$ cat src/rtl/ps2_kbd_rx_if.sv
`default_nettype none
// ============================================================================
// Module      : ps2_kbd_rx_if
// Description : Keyboard port between the PS/2 receiver and the mmio keyboard
//               registers. The receiver drives ready/overflow/data and the
//               CPU side drives the read_enable pop pulse.
// Revision    : 1.0 - initial release
// ============================================================================
interface ps2_kbd_rx_if;
  logic       read_enable;  // pop request, consumer samples data this cycle
  logic       ready;        // FIFO non-empty
  logic       overflow;     // sticky dropped-frame flag
  logic [7:0] data;         // FIFO head byte, 0 when empty

  // CPU / mmio side
  modport master (
    output read_enable,
    input  ready,
    input  overflow,
    input  data
  );

  // Receiver side
  modport slave (
    input  read_enable,
    output ready,
    output overflow,
    output data
  );
endinterface
`default_nettype wire

$ cat src/rtl/ps2_kbd_rx.sv
`default_nettype none
// ============================================================================
// Module      : ps2_kbd_rx
// Description : PS/2 device-to-host frame receiver with scan-code FIFO.
//               Synchronises the raw PS/2 pins, deserialises 11-bit frames
//               on PS/2 clock falling edges, validates them and buffers the
//               bytes for the mmio keyboard port. Partial frames are dropped
//               after TIMEOUT_CYCLES clk cycles without a PS/2 falling edge.
//               Optional macro PS2_PARITY_CHECK_EN: when defined, frames
//               must also carry odd parity to be accepted.
// Revision    : 1.0 - initial release
// ============================================================================
module ps2_kbd_rx #(
  parameter int FIFO_DEPTH     = 8,
  parameter int TIMEOUT_CYCLES = 50000
) (
  input  wire logic     clk,
  input  wire logic     rst,        // asynchronous, active-low
  input  wire logic     ps2_clk,
  input  wire logic     ps2_data,
  ps2_kbd_rx_if.slave   kbd
);

  localparam int AW = (FIFO_DEPTH > 1) ? $clog2(FIFO_DEPTH) : 1;
  localparam int TW = (TIMEOUT_CYCLES > 2) ? $clog2(TIMEOUT_CYCLES) : 1;
  localparam logic [TW-1:0] C_TMO_LAST = TW'(TIMEOUT_CYCLES - 1);

  localparam logic [1:0] ST_IDLE  = 2'd0;
  localparam logic [1:0] ST_SHIFT = 2'd1;
  localparam logic [1:0] ST_CHECK = 2'd2;

  // Synchroniser and edge-detect stages (idle-high bus, so reset to 1)
  logic ps2_clk_s1_q, ps2_clk_s2_q, ps2_clk_s3_q;
  logic ps2_dat_s1_q, ps2_dat_s2_q;

  // Frame deserialiser
  logic [1:0]    state_q, state_d;
  logic [3:0]    cnt_q,   cnt_d;
  logic [9:0]    shreg_q, shreg_d;
  logic [TW-1:0] tmr_q,   tmr_d;

  // FIFO
  logic [7:0]  mem_q [FIFO_DEPTH];
  logic [AW:0] wr_ptr_q, rd_ptr_q;
  logic        ovf_q,    ovf_d;

  logic w_fall;
  logic w_empty, w_full;
  logic w_odd_ones, w_frame_ok;
  logic w_push_req, w_push, w_pop, w_ovf_set;

  // Two-flop synchronisers plus a third clock stage for edge detection
  always_ff @(posedge clk or negedge rst) begin
    if (!rst) begin
      ps2_clk_s1_q <= 1'b1;
      ps2_clk_s2_q <= 1'b1;
      ps2_clk_s3_q <= 1'b1;
      ps2_dat_s1_q <= 1'b1;
      ps2_dat_s2_q <= 1'b1;
    end else begin
      ps2_clk_s1_q <= ps2_clk;
      ps2_clk_s2_q <= ps2_clk_s1_q;
      ps2_clk_s3_q <= ps2_clk_s2_q;
      ps2_dat_s1_q <= ps2_data;
      ps2_dat_s2_q <= ps2_dat_s1_q;
    end
  end

  assign w_fall = ps2_clk_s3_q & ~ps2_clk_s2_q;

  // Shift register layout after 10 shifts: [7:0]=d0..d7, [8]=parity, [9]=stop
  assign w_odd_ones = ^shreg_q[8:0];
`ifdef PS2_PARITY_CHECK_EN
  assign w_frame_ok = shreg_q[9] & w_odd_ones;
`else
  // Parity is captured but deliberately has no effect on acceptance
  assign w_frame_ok = shreg_q[9] & (w_odd_ones | 1'b1);
`endif

  // Frame FSM next-state: start detect, bit shifting with timeout, check
  always_comb begin
    state_d = state_q;
    cnt_d   = cnt_q;
    shreg_d = shreg_q;
    tmr_d   = tmr_q;
    case (state_q)
      ST_IDLE: begin
        if (w_fall && !ps2_dat_s2_q) begin
          state_d = ST_SHIFT;
          cnt_d   = 4'd0;
          tmr_d   = '0;
        end
      end
      ST_SHIFT: begin
        if (w_fall) begin
          shreg_d = {ps2_dat_s2_q, shreg_q[9:1]};
          cnt_d   = cnt_q + 4'd1;
          tmr_d   = '0;
          if (cnt_q == 4'd9) begin
            state_d = ST_CHECK;
          end
        end else if (tmr_q == C_TMO_LAST) begin
          state_d = ST_IDLE;
          cnt_d   = 4'd0;
          tmr_d   = '0;
        end else begin
          tmr_d = tmr_q + TW'(1);
        end
      end
      ST_CHECK: begin
        state_d = ST_IDLE;
        cnt_d   = 4'd0;
      end
      default: begin
        state_d = ST_IDLE;
        cnt_d   = 4'd0;
        tmr_d   = '0;
      end
    endcase
  end

  // Frame FSM state registers
  always_ff @(posedge clk or negedge rst) begin
    if (!rst) begin
      state_q <= ST_IDLE;
      cnt_q   <= 4'd0;
      shreg_q <= 10'd0;
      tmr_q   <= '0;
    end else begin
      state_q <= state_d;
      cnt_q   <= cnt_d;
      shreg_q <= shreg_d;
      tmr_q   <= tmr_d;
    end
  end

  // FIFO status and push/pop arbitration; a pop frees the slot a full push needs
  assign w_empty    = (wr_ptr_q == rd_ptr_q);
  assign w_full     = (wr_ptr_q[AW] != rd_ptr_q[AW]) &&
                      (wr_ptr_q[AW-1:0] == rd_ptr_q[AW-1:0]);
  assign w_pop      = kbd.read_enable & ~w_empty;
  assign w_push_req = (state_q == ST_CHECK) & w_frame_ok;
  assign w_push     = w_push_req & (~w_full | w_pop);
  assign w_ovf_set  = w_push_req & w_full & ~w_pop;

  // Sticky overflow: setting wins over the clear from a successful pop
  always_comb begin
    ovf_d = ovf_q;
    if (w_ovf_set) begin
      ovf_d = 1'b1;
    end else if (w_pop) begin
      ovf_d = 1'b0;
    end
  end

  // FIFO pointers and overflow flag
  always_ff @(posedge clk or negedge rst) begin
    if (!rst) begin
      wr_ptr_q <= '0;
      rd_ptr_q <= '0;
      ovf_q    <= 1'b0;
    end else begin
      if (w_push) begin
        wr_ptr_q <= wr_ptr_q + 1'b1;
      end
      if (w_pop) begin
        rd_ptr_q <= rd_ptr_q + 1'b1;
      end
      ovf_q <= ovf_d;
    end
  end

  // FIFO storage; contents are never observed while empty, so no reset
  always_ff @(posedge clk) begin
    if (w_push) begin
      mem_q[wr_ptr_q[AW-1:0]] <= shreg_q[7:0];
    end
  end

  assign kbd.ready    = ~w_empty;
  assign kbd.overflow = ovf_q;
  assign kbd.data     = w_empty ? 8'h00 : mem_q[rd_ptr_q[AW-1:0]];

endmodule
`default_nettype wire

$ cat src/flat_wrapper.sv
// flat-port wrapper written by rule: the top's interface ports become plain ports
module ps2_kbd_rx_flat 
#(
  parameter int FIFO_DEPTH     = 8,
  parameter int TIMEOUT_CYCLES = 50000
)
  (clk, rst, ps2_clk, ps2_data, kbd_read_enable, kbd_ready, kbd_overflow, kbd_data);
  ps2_kbd_rx_if kbd_i ();
  input  wire logic clk;
  input  wire logic rst;
  input  wire logic ps2_clk;
  input  wire logic ps2_data;
  input wire logic [$bits(kbd_i.read_enable)-1:0] kbd_read_enable;
  output wire logic [$bits(kbd_i.ready)-1:0] kbd_ready;
  output wire logic [$bits(kbd_i.overflow)-1:0] kbd_overflow;
  output wire logic [$bits(kbd_i.data)-1:0] kbd_data;
  assign kbd_i.read_enable = kbd_read_enable;
  assign kbd_ready = kbd_i.ready;
  assign kbd_overflow = kbd_i.overflow;
  assign kbd_data = kbd_i.data;
  ps2_kbd_rx #(.FIFO_DEPTH(FIFO_DEPTH), .TIMEOUT_CYCLES(TIMEOUT_CYCLES)) u_core (.clk(clk), .rst(rst), .ps2_clk(ps2_clk), .ps2_data(ps2_data), .kbd(kbd_i));
endmodule
$ cat config.mk
export PLATFORM = sky130hd
export DESIGN_NAME = ps2_kbd_rx_flat
export DESIGN_NICKNAME = d
export VERILOG_FILES = /design/src/rtl/ps2_kbd_rx_if.sv /design/src/rtl/ps2_kbd_rx.sv /design/src/flat_wrapper.sv
export SDC_FILE = /design/constraint.sdc
export NUM_CORES = 1
export LEC_CHECK = 0
export CAP_MARGIN = 20
export CORE_AREA = 2 2 119 121
export CTS_CLUSTER_SIZE = 10
export DETAILED_ROUTE_END_ITERATION = 7
export DIE_AREA = 0 0 121 123
export SLEW_MARGIN = 20
export SYNTH_ARGS = -nofsm -noshare
export SYNTH_HDL_FRONTEND = slang
export SYNTH_SLANG_ARGS = --single-unit
$ cat constraint.sdc
create_clock -name clk -period 3.4 [get_ports clk]
set_clock_uncertainty 0.15 [all_clocks]
set_input_delay 0.68 -clock clk [delete_from_list [all_inputs] [get_ports clk]]
set_output_delay 0.68 -clock clk [all_outputs]
set_load 0.01 [all_outputs]
# Word-level counts from Yosys, hierarchy flattened
# Memory sizes are Yosys's and may differ from the RTL's.
# Index checks and enable logic that the tools add are counted.
dict set report classes {
  n_addsub 4
  eq_ne 10
  muxes 18
  bitwise_logic 12
  n_reduce_logical 9
}
# cell n
set op_table {}
lappend op_table {{$mux W16} 3}
lappend op_table {{$pmux W16 S3} 1}
lappend op_table {{$add A16 B1 Y16 const B} 1}
lappend op_table {{$eq A16 B16 Y1 const B} 1}
lappend op_table {{$add A4 B1 Y4 const B} 3}
lappend op_table {{$mux W4} 3}
lappend op_table {{$mux W2} 4}
lappend op_table {{$mux W8} 1}
lappend op_table {{$pmux W4 S2} 1}
lappend op_table {{$and A1 B1 Y1} 6}
lappend op_table {{$reduce_and A2 Y1} 3}
lappend op_table {{$not A1 Y1} 5}
lappend op_table {{$eq A4 B4 Y1} 1}
lappend op_table {{$eq A4 B4 Y1 const B} 1}
lappend op_table {{$mux W1} 4}
lappend op_table {{$pmux W2 S2} 1}
lappend op_table {{$eq A3 B3 Y1} 1}
lappend op_table {{$ne A3 B1 Y1 const B} 1}
lappend op_table {{$ne A3 B3 Y1 const B} 1}
lappend op_table {{$reduce_and A3 Y1} 1}
lappend op_table {{$eq A2 B1 Y1 const B} 1}
lappend op_table {{$eq A2 B2 Y1 const B} 1}
lappend op_table {{$logic_and A1 B1 Y1} 2}
lappend op_table {{$logic_not A2 Y1} 1}
lappend op_table {{5 further kinds} 5}
dict set report totals {
  ff_bits 46
  mem_bits_rw 64
  output_inout_bits 10
  elab_cells 66
  mem_count 1
}
# name words word_bits rd rd_clocked_by_memory_dff wr line_no
set mem_list {}
lappend mem_list {u_core.mem_q 8 8 1 0 1 ps2_kbd_rx.sv:43} ;# logic [7:0] mem_q [FIFO_DEPTH];

# Depth between registers and ports, before layout
dict set report depth {
  word_depth 7
  mapped_depth 6
}

# Worst setup path after synthesis
# Ideal clock, no wire load.
dict set report synth_timing {
  path_kind {input port to flip-flop}
  start {in kbd_read_enable}
  end {mem u_core.mem_q[0][0], enable pin}
  t_arrival_ns 1.915
  required_ns 2.855
  slack_ns 0.940
  stages 3
  path_cell_list {buf_1 > o21ai_4 > nor4_1}
}
dict set report synth_between {
  elab_chain_cells 5
}
# item line_no
set synth_rtl {}
lappend synth_rtl {{start, declared} flat_wrapper.sv:13} ;# input wire logic [$bits(kbd_i.read_enable)-1:0] kbd_read_enable;
lappend synth_rtl {{$and A1 B1 Y1} ps2_kbd_rx.sv:141} ;# assign w_pop = kbd.read_enable & ~w_empty;
lappend synth_rtl {{$or A1 B1 Y1} ps2_kbd_rx.sv:143} ;# assign w_push = w_push_req & (~w_full | w_pop);
lappend synth_rtl {{$and A1 B1 Y1} ps2_kbd_rx.sv:143}
lappend synth_rtl {{$mux W1} ps2_kbd_rx.sv:175} ;# if (w_push) begin
lappend synth_rtl {{$mux W1 (implied by the code)} ps2_kbd_rx.sv:176} ;# mem_q[wr_ptr_q[AW-1:0]] <= shreg_q[7:0];
lappend synth_rtl {{end, declared} ps2_kbd_rx.sv:43}
# Every way passes these cells.

# Worst setup path in the final report
dict set report layout_timing {
  start {reg u_core.rd_ptr_q[0]}
  end {out kbd_data[2]}
}
dict set report layout_between {
  elab_chain_cells 2
  elab_cells_between_ends 3
  classes_between {eq/ne (1); mux (1); memory (1)}
}
# item line_no
set layout_rtl {}
lappend layout_rtl {{start, declared} ps2_kbd_rx.sv:44} ;# logic [AW:0] wr_ptr_q, rd_ptr_q;
lappend layout_rtl {{start signal, assigned} ps2_kbd_rx.sv:167} ;# rd_ptr_q <= rd_ptr_q + 1'b1;
lappend layout_rtl {{$mem_v2 Z8 W8 or $eq A4 B4 Y1 (tied branches)} -}
lappend layout_rtl {{$mux W8 *} ps2_kbd_rx.sv:182} ;# assign kbd.data = w_empty ? 8'h00 : mem_q[rd_ptr_q[AW-1:0]];
lappend layout_rtl {{end, declared} flat_wrapper.sv:16} ;# output wire logic [$bits(kbd_i.data)-1:0] kbd_data;
# Mark *: on every way between the ends. The rest lies on a longest branch, timed or not.

==> metrics.md <==
| Metric | Value |
|---|---|
| Outcome | `completed` |
| Maximum vdd drop | `402 µV` |
| PostCTS Resize Cnt | `0` |
| Setup bufs post-CTS | `0` |
| Post-synth EDFFs | `64` |
| Pin count of the biggest net entering global routing | `47` |
| Max Clk Rate | `333 MHz` |
| Synth Instances | `308` |
| Slew margin rel. | `around three fifths` |
| Total power | `3.58 mW` |
| Pre-CTS setup slack | `0.706 ns` |
| Critical-path maximum fanout | `10` |
| Buf/Inv on CP | `2` |
| Critical Path RT | `approximately 2.6 ns` |
| Reg2Reg Depth | `5` |
| Dominant cell type by area after synthesis | `edfxtp_1` |
| CTS Hold Bufs | `0` |
| Tot GR Track Use | `between 10 and 15%` |
| Max Cap Violations | `0` |
| Die ar. | `0.0149 mm²` |
| Core area | `0.0136 mm²` |
| Delay-heaviest family, CP | `multiplexers` |
| Worst Setup End Kind | `output pin` |
| Die X | `121 µm` |
| H-Tree Depth | `3` |
| CTS tree | `done` |
| R2r endpoint | `u_core.mem_q[5][4]$_DFFE_PP_` |
| Syn nets | `318` |
| Bufs on Longest Clock Path | `2` |
| Clock slew at reported path FFs | `0.07 ns` |
| WL/cell | `roughly 16 µm` |
| Final slew viol count | `0` |
| GRT overflow | `0` |
| Setup CP Type | `register to output pin` |
| DR vias/cell | `4.98` |
| Most used flip-flop cell after synthesis | `edfxtp_1` |
| Vias in the first global route | `2,586` |
| Mean area per synthesized cell | `15.2 µm²` |
| RSZ-0062 raised after global routing | `no` |
| Drt first pass iters | `4` |
| DRT Wirelength | `8.34 mm` |
| Filler instances | `1,227` |
| CP arrival | `2.17 ns` |
| Placed wire-length estimate | `5.43 mm` |
| Top cell type's share of synthesized area | `41.1%` |
| Final Hold Viols | `0` |
| Post-synthesis async set-or-reset flop share | `between 40% and 50%` |
| Leakage | `1.96 nW` |
| Sequential share of the synthesized area | `about two thirds` |
| Worst-Margin Slew | `0.588 ns` |
| Synth Register Bits | `110` |
| Slowest stage cell, crit path | `mux4_2` |
| Cell area after synthesis | `0.00468 mm²` |
| CTS root buf | `clkbuf_16` |
| Die Height | `123 µm` |
| Post-synth cell types | `51` |
| PortBufs | `14` |
| Setup Viol. Count Final | `0` |
| Ant diodes | `0` |
| FF-to-FF setup slack | `approximately 1.1 ns` |
| Starting Density | `34.4%` |
| TritonCTS Sinks | `110` |
| Top post-synthesis cells by area | `edfxtp_1 (41%), dfrtp_1 (22%), mux4_2 (7.7%), dfstp_2 (2.8%), mux2_2 (2.6%)` |
| Tcrit/Tclk final | `between 80% and 90%` |
| R2r startpoint | `u_core.wr_ptr_q[2]$_DFFE_PN0P_` |
| CTS Buf Count | `9` |
| Critical path launch point type | `register` |
| Hold Path Class | `input pin to asynchronous set/reset pin` |
| First-pass GRT wire length | `13.9 mm` |
| Skew-Pair Late Insertion Delay | `0.34 ns` |
| Row count | `43` |
| Post-route ant nets | `0` |
| Number of top-level pins | `15` |
| Final nets | `343` |
| P&R area growth vs syn | `14.2%` |
| Synthesis Warnings | `0` |
| Share of layout cells above drive strength 1 | `between 20 and 25%` |
| Min Tclk post-route | `3.00 ns` |
| Worst setup margin | `0.398 ns` |
| Final TNS setup | `0 ns` |
| Crit-path cells | `buf_4 > mux4_2 > mux2i_1 > nor2_1 > clkdlybuf4s50_1` |
| GP Congestion | `0.741` |
| Initial DRC count | `approximately 120` |
| DR DRC count | `0` |
| Routed via count | `2,580` |
| P per Cell Area | `around 670 mW/mm²` |
| Initial antenna violation count | `0` |
| Crit-path max cell delay | `0.54 ns` |
## worst reg2reg max path: cells and delay by family (launching register included)
kind                      cells  cell delay, ns
and+or+nand+nor               2            0.70
DFF                           1            0.48
AOI/OAI and AO/OA             1            0.33
xor gates and xnor gates      1            0.23
buffers and inverters         1            0.20
## Yosys cell counts, types with 5 or more instances
library cell	number
a21oi_1	9
dfrtp_1	41
dfstp_2	5
edfxtp_1	64
ha_1	5
inv_1	6
mux2_2	11
mux2i_1	8
mux4_2	16
nand2_1	14
nand2b_1	5
nor2_1	22
nor3_1	7
o21ai_0	12
or3_1	6
xor2_1	9
## layout make-up
| type | instances | area, µm² | share of cell area [%] |
|---|---|---|---|
| clock buffer | 9 | 225 | 4.22 |
| clock inverter | 7 | 47.5 | 0.890 |
| inverter | 6 | 22.5 | 0.422 |
| multi-input combinational | 179 | 1510 | 28.2 |
| sequential | 110 | 3080 | 57.6 |
| tap | 180 | 225 | 4.22 |
| timing repair buffer | 27 | 235 | 4.40 |
## layout by cell type (no fill, tap or decap), types with 3 or more instances in the layout
master           count
a21oi_1              9
a31oi_1              3
and3_1               4
buf_4               14
clkbuf_16            9
clkdlybuf4s50_1     13
clkinv_1             3
dfrtp_1             41
dfstp_2              5
edfxtp_1            64
ha_1                 5
inv_1                6
mux2_2              11
mux2i_1              8
mux4_2              16
nand2_1             14
nand2b_1             5
nand3_1              4
nand4_1              4
nor2_1              22
nor3_1               7
o211ai_1             4
o21ai_0             12
o22ai_1              3
or3_1                6
xnor2_1              4
xor2_1               9
## routing by layer
layer / vias to the layer above / part of all wire, % / global-route usage [%] / routed length (µm)
met1: 1309 / 45 / 16.1 / 3770
met4: 0 / 1.3 / 3.92 / 112
li1: 1230 / - / - / -
met2: 32 / 50 / 20.7 / 4170
met3: 9 / 3.5 / 3.04 / 289
met5: - / 0 / 0 / 0
## how the worst max path moves through the flow
stage                                         from                      endpoint  slack (ns)  cells past startpoint
detailed placement  u_core.rd_ptr_q[0]$_DFFE_PN0P_                   kbd_data[1]        0.71                      5
CTS                 u_core.rd_ptr_q[0]$_DFFE_PN0P_                   kbd_data[1]        0.32                      5
global route        u_core.rd_ptr_q[0]$_DFFE_PN0P_                   kbd_data[1]        0.28                      5
floorplan                          kbd_read_enable  u_core.mem_q[0][0]$_DFFE_PP_        0.94                      3
finish              u_core.rd_ptr_q[0]$_DFFE_PN0P_                   kbd_data[2]        0.40                      5
global placement    u_core.rd_ptr_q[0]$_DFFE_PN0P_                   kbd_data[1]        0.72                      5
## flip-flops by register name, indices dropped and copies added, names as in the netlist, 2 cells and up
name / flops
u_core.wr_ptr_q: 4
u_core.cnt_q: 4
u_core.mem_q: 64
u_core.tmr_q: 16
u_core.rd_ptr_q: 4
u_core.shreg_q: 10
u_core.state_q: 2
## kinds of logic after synthesis
group                      count (synthesis)  share of synthesized area, %
muxes                                     36                          12.4
buffers and inverters                     19                          2.06
xor gates and xnor gates                  13                          2.44
DFF                                      110                          65.9
adders and majority gates                  5                          1.34
and+or+nand+nor                           81                          9.63
AOI/OAI and AO/OA                         44                          6.29
## power breakdown
group / internal (mW) / switching, mW
sequential: 1.57 / 0.148
combinational: 0.467 / 0.443
clock: 0.498 / 0.459
total: 2.53 / 1.05
## stage by stage
stage,hold slack (ns),utilization [%],instance area [µm²],std cells
2_1_floorplan,0.195,-,4680,308
3_3_place_gp,0.196,37.2,5070,502
3_5_place_dp,0.197,37.2,5070,502
4_1_cts,0.207,39.2,5340,518
5_1_grt,0.213,39.2,5340,518
6_report,0.187,39.2,5340,518
No activity file was read; power rests on OpenSTA's default activity.
